### src/rtl/int_ctrl_if.sv
// System clock/reset bundle for the interrupt unit.
interface sys_if;
  logic clk;
  logic n_reset;
  modport master (output clk, output n_reset);
  modport slave  (input  clk, input  n_reset);
endinterface

### src/rtl/int_ctrl.sv
// Interrupt/vector unit ahead of the CPU sequencer: pin sync, pending latches, vector fetch.
// Optional INT_HIJACK_EN: an NMI arriving during an IRQ/BRK request takes over the vector.
module int_ctrl #(
  parameter int          SYNC_STAGES = 2,
  parameter logic [15:0] VEC_NMI     = 16'hFFFA,
  parameter logic [15:0] VEC_RST     = 16'hFFFC,
  parameter logic [15:0] VEC_IRQ     = 16'hFFFE
) (
  sys_if.slave        sys,
  input  logic        n_nmi,
  input  logic        n_irq,
  input  logic        p_i,
  input  logic        brk,
  input  logic        ins_boundary,
  input  logic        int_ack,
  output logic        int_req,
  output logic [1:0]  int_type,
  output logic        b_flag,
  output logic        vec_addr_oe,
  output logic [15:0] vec_addr,
  output logic        vec_done,
  output logic        p_set_i
);

  typedef enum logic [1:0] {IDLE, REQ, VECL, VECH} state_t;
  localparam logic [1:0] T_RST = 2'd0, T_NMI = 2'd1, T_IRQ = 2'd2, T_BRK = 2'd3;

  state_t state, state_d;
  logic [1:0] type_q, type_d;
  logic       b_q, b_d;
  logic [SYNC_STAGES-1:0] nmi_sync, irq_sync;
  logic n_nmi_s, n_nmi_s_d, n_irq_s;
  logic nmi_edge, irq_act, nmi_pend, rst_pend, nmi_clr, rst_clr;
  logic [15:0] base;

  assign n_nmi_s  = nmi_sync[SYNC_STAGES-1];
  assign n_irq_s  = irq_sync[SYNC_STAGES-1];
  assign nmi_edge = n_nmi_s_d & ~n_nmi_s;
  assign irq_act  = ~n_irq_s & ~p_i;
  assign nmi_clr  = (state == VECL) && (type_q == T_NMI);
  assign rst_clr  = (state == VECL) && (type_q == T_RST);

  always_ff @(posedge sys.clk or negedge sys.n_reset) begin
    if (!sys.n_reset) begin
      nmi_sync  <= '1;
      irq_sync  <= '1;
      n_nmi_s_d <= 1'b1;
      nmi_pend  <= 1'b0;
      rst_pend  <= 1'b1;
    end else begin
      nmi_sync  <= {nmi_sync[SYNC_STAGES-2:0], n_nmi};
      irq_sync  <= {irq_sync[SYNC_STAGES-2:0], n_irq};
      n_nmi_s_d <= n_nmi_s;
      // a fresh edge in the clearing cycle must survive
      nmi_pend  <= (nmi_pend & ~nmi_clr) | nmi_edge;
      rst_pend  <= rst_pend & ~rst_clr;
    end
  end

  always_ff @(posedge sys.clk or negedge sys.n_reset) begin
    if (!sys.n_reset) begin
      state  <= IDLE;
      type_q <= T_RST;
      b_q    <= 1'b0;
    end else begin
      state  <= state_d;
      type_q <= type_d;
      b_q    <= b_d;
    end
  end

  always_comb begin
    state_d = state;
    type_d  = type_q;
    b_d     = b_q;
    case (state)
      IDLE: begin
        if (ins_boundary && (rst_pend || nmi_pend || brk || irq_act)) begin
          state_d = REQ;
          if (rst_pend)      type_d = T_RST;
          else if (nmi_pend) type_d = T_NMI;
          else if (brk)      type_d = T_BRK;
          else               type_d = T_IRQ;
          b_d = ~rst_pend & ~nmi_pend & brk;
        end
      end
      REQ: begin
`ifdef INT_HIJACK_EN
        if ((type_q == T_IRQ || type_q == T_BRK) && (nmi_pend || nmi_edge))
          type_d = T_NMI;
`endif
        if (int_ack) state_d = VECL;
      end
      VECL:    state_d = VECH;
      default: state_d = IDLE;
    endcase
  end

  always_comb begin
    case (type_q)
      T_RST:   base = VEC_RST;
      T_NMI:   base = VEC_NMI;
      default: base = VEC_IRQ;
    endcase
  end

  assign int_req     = (state == REQ);
  assign int_type    = type_q;
  assign b_flag      = b_q;
  assign vec_addr_oe = (state == VECL) || (state == VECH);
  assign vec_addr    = (state == VECL) ? base :
                       (state == VECH) ? base + 16'd1 : 16'd0;
  assign vec_done    = (state == VECH);
  assign p_set_i     = (state == VECH);

endmodule

### src/flat_wrapper.sv
// flat-port wrapper written by rule: the top's interface ports become plain ports
module int_ctrl_flat 
#(
  parameter int          SYNC_STAGES = 2,
  parameter logic [15:0] VEC_NMI     = 16'hFFFA,
  parameter logic [15:0] VEC_RST     = 16'hFFFC,
  parameter logic [15:0] VEC_IRQ     = 16'hFFFE
)
  (n_nmi, n_irq, p_i, brk, ins_boundary, int_ack, int_req, int_type, b_flag, vec_addr_oe, vec_addr, vec_done, p_set_i, sys_clk, sys_n_reset);
  sys_if sys_i ();
  input  logic n_nmi;
  input  logic n_irq;
  input  logic p_i;
  input  logic brk;
  input  logic ins_boundary;
  input  logic int_ack;
  output logic int_req;
  output logic [1:0] int_type;
  output logic b_flag;
  output logic vec_addr_oe;
  output logic [15:0] vec_addr;
  output logic vec_done;
  output logic p_set_i;
  input wire logic [$bits(sys_i.clk)-1:0] sys_clk;
  input wire logic [$bits(sys_i.n_reset)-1:0] sys_n_reset;
  assign sys_i.clk = sys_clk;
  assign sys_i.n_reset = sys_n_reset;
  int_ctrl #(.SYNC_STAGES(SYNC_STAGES), .VEC_NMI(VEC_NMI), .VEC_RST(VEC_RST), .VEC_IRQ(VEC_IRQ)) u_core (.sys(sys_i), .n_nmi(n_nmi), .n_irq(n_irq), .p_i(p_i), .brk(brk), .ins_boundary(ins_boundary), .int_ack(int_ack), .int_req(int_req), .int_type(int_type), .b_flag(b_flag), .vec_addr_oe(vec_addr_oe), .vec_addr(vec_addr), .vec_done(vec_done), .p_set_i(p_set_i));
endmodule
### config.mk
export PLATFORM = sky130hd
export DESIGN_NAME = int_ctrl_flat
export DESIGN_NICKNAME = d
export VERILOG_FILES = /design/src/rtl/int_ctrl_if.sv /design/src/rtl/int_ctrl.sv /design/src/flat_wrapper.sv
export SDC_FILE = /design/constraint.sdc
export NUM_CORES = 1
export LEC_CHECK = 0
export ABC_AREA = 1
export CAP_MARGIN = 20
export CORE_ASPECT_RATIO = 1.25
export CORE_MARGIN = 4
export CORE_UTILIZATION = 40
export DETAILED_ROUTE_END_ITERATION = 16
export PLACE_DENSITY = 0.8
export REMOVE_ABC_BUFFERS = 1
export SLEW_MARGIN = 10
export SYNTH_ARGS = -nofsm -noshare
export SYNTH_HDL_FRONTEND = slang
export SYNTH_SLANG_ARGS = --single-unit
### constraint.sdc
create_clock -name sys_clk -period 2.2 [get_ports sys_clk]
set_input_delay 0.22 -clock sys_clk [delete_from_list [all_inputs] [get_ports sys_clk]]
set_output_delay 0.22 -clock sys_clk [all_outputs]
set_load 0.05 [all_outputs]
==> flow_summary.yaml <==
run_status:
  outcome: "complete, no violations"
worst_hold_path:
  min_path_type: "in2async"
floorplanning:
  row_count: 16
  die_area_sq_mm: 0.00246
  dieHeight_microns: 54.5
  core_region_area_sq_mm: 0.00160
  num_io_pins: 31
  initial_core_util: 0.431
  die_w_microns: 45.2
detailed_routing:
  vias: 518
  drtIter0Drc: 5
  via_per_inst: 4.58
  avgRoutedWirePerCell_microns: 10.8
  ant_nets: 0
  wl_mm: 1.22
  drcViolationCount: 0
  dr.pass1.iters: 4
logic_synthesis:
  yosysSeqAreaShare: 0.446
  ys_warn_count: 0
  netlist.area_leader.share: 0.228
  yosysMostFrequentCell: "buf_4"
  syn-instance-count: 76
  synthTopCellsByArea: "dfstp_2 23%, dfrtp_1 22%, buf_4 16%, nand2_1 7.6%, ha_1 7.2%"
  syn-cell-area_sq_um: 691
  async_flop_share: 1.00
  yosys_most_used_dff: "dfstp_2"
  synth_largest_area_cell: "dfstp_2"
  synth_edf_count: 0
  syn_area_per_cell_sq_um: 9.09
  synth_cell_types: 19
  synth-seq-cells: 12
  ys_top_cells_by_count: "15 x buf_4, 14 x nand2_1, 11 x inv_1, 6 x dfrtp_1, 6 x dfstp_2"
timing:
  hold_ws_ps: 294
  min_period_over_period: 0.896
  skew_ps: 2.33
  setup_violations: 0
  finalHoldViolCount: 0
  relSlewSlack: 0.650
  clock.fmax_ghz: 0.507
  rsz0062_at_grt: "no"
  worstMarginPinSlew_ps: 523
  slew_viol_final: 0
  finalCriticalPeriod_ps: 1970
worst_setup_path:
  arrival_ps: 1750
  critPathLaunchType: "flip-flop"
  crit_type: "reg2out"
  cp_slowest_stage_delay_ps: 810
  required_ps: 1980
  cp_cell_sequence: "inv_1 -> ha_1 -> clkdlybuf4s50_1"
  cp-end-kind: "output port"
  critPathMaxFanout: 4
  crit_path_top_delay_cell: "clkdlybuf4s50_1"
place:
  portBuffers: 30
  hpwl_microns: 997
  place_congestion: 0.715
final_layout:
  final_core_util: 0.568
  syn_to_final_growth_pct: 31.7
  fin_nets: 108
  diodes: 0
  layout-drive-gt1-share: 0.337
global_routing:
  grt-ovfl-total: 0
  grt_most_used_layer: "met2"
  grt_pass1_vias: 534
  met2_usage: 0.198
  use_met1: 0.139
  grt_util_met3: 0.0296
  track_usage: 0.122
  grt_max_degree: 16
  antenna_found_initial: 0
  grt_pass1_wl_mm: 2.10
clocking:
  cts_tree: "built"
  htree_levels: 1
  postCtsSetupBuffers: 0
  clock_path_buffers: 2
  cts_hold_buf: 0
  cts_resized: 0
  clk_latency_ps: 270
  numCtsBuffers: 3
  path_clk_slew_ps: 70
  root_buffer: "clkbuf_4"
  cts.sinks: 12
run:
  maxCapViolations: 0
-- cell families after synthesis --
| kind of cell | Yosys count | synth area share |
|---|---|---|
| flip-flops | 12 | 0.446 |
| AO/OA/AOI/OAI | 7 | 0.0543 |
| buffers and inverters | 26 | 0.223 |
| adder cells (fa/ha/maj) | 4 | 0.0725 |
| AND/OR/NAND/NOR | 27 | 0.205 |
-- state kept, by name, summed over array words and instances, names as in the netlist --
name and cells:
u_core.b_flag 1, u_core.int_type 2, u_core.irq_sync 2, u_core.n_nmi_s_d 1
u_core.nmi_pend 1, u_core.nmi_sync 2, u_core.rst_pend 1, u_core.state 2
-- metrics by stage --
stage	setup WS, ps	std cells	instance area (sq um)	TNS [ps]
global placement	527	109	873	0
global route	57.0	113	910	0
finish	230	113	910	0
detailed placement	511	109	873	0
floorplan	-4890	61	578	-62150
CTS	209	113	910	0
-- critical path, delay by kind of cell, from the launching register on --
family | cells | cell delay, ps
fa+ha+maj | 1 | 170
buf+inv | 2 | 900
flops | 1 | 410
-- cell usage in the layout (no fill, tap or decap), types with 2 or more instances in the layout --
master           netlist  layout
buf_4                 15      15
clkbuf_4               0       3
clkdlybuf4s50_1        0      14
dfrtp_1                6       6
dfstp_2                6       6
ha_1                   4       4
inv_1                 11      11
nand2_1               14      14
nand2_4                2       2
nand3_1                2       2
nor2_1                 3       3
o21ai_0                4       4
-- per-layer routing --
| metal | vias up | wire length (microns) |
|---|---|---|
| met5 | - | 0 |
| met4 | 0 | 29 |
| met3 | 4 | 152 |
| met2 | 33 | 516 |
| met1 | 225 | 518 |
| li1 | 256 | - |
-- worst paths after layout --
kind                                    startpoint  slack [ps]  depth (start not counted)            endpoint
worst max register to register     u_core.state[0]        1020                          5  u_core.int_type[0]
worst min register to register  u_core.irq_sync[0]         360                          0  u_core.irq_sync[1]
worst max-delay path               u_core.state[1]         230                          3             int_req
max in group asynchronous              sys_n_reset        1540                          1     u_core.rst_pend
min in group sys_clk                         n_irq         350                          1  u_core.irq_sync[0]
worst min-delay path                   sys_n_reset         290                          1     u_core.nmi_pend
-- area by class of cell --
| type | count | area, sq um |
|---|---|---|
| repair buffers | 30 | 273 |
| well taps | 18 | 22.5 |
| fillers | 151 | 692 |
| flip-flops and latches | 12 | 308 |
| clock buffers | 4 | 36.3 |
| inverters | 11 | 41.3 |
| multi-input cells | 38 | 229 |
Power is left out: the tool's default activity adds up to more than one toggle a clock period on the data nets, which glitch-free logic cannot reach.
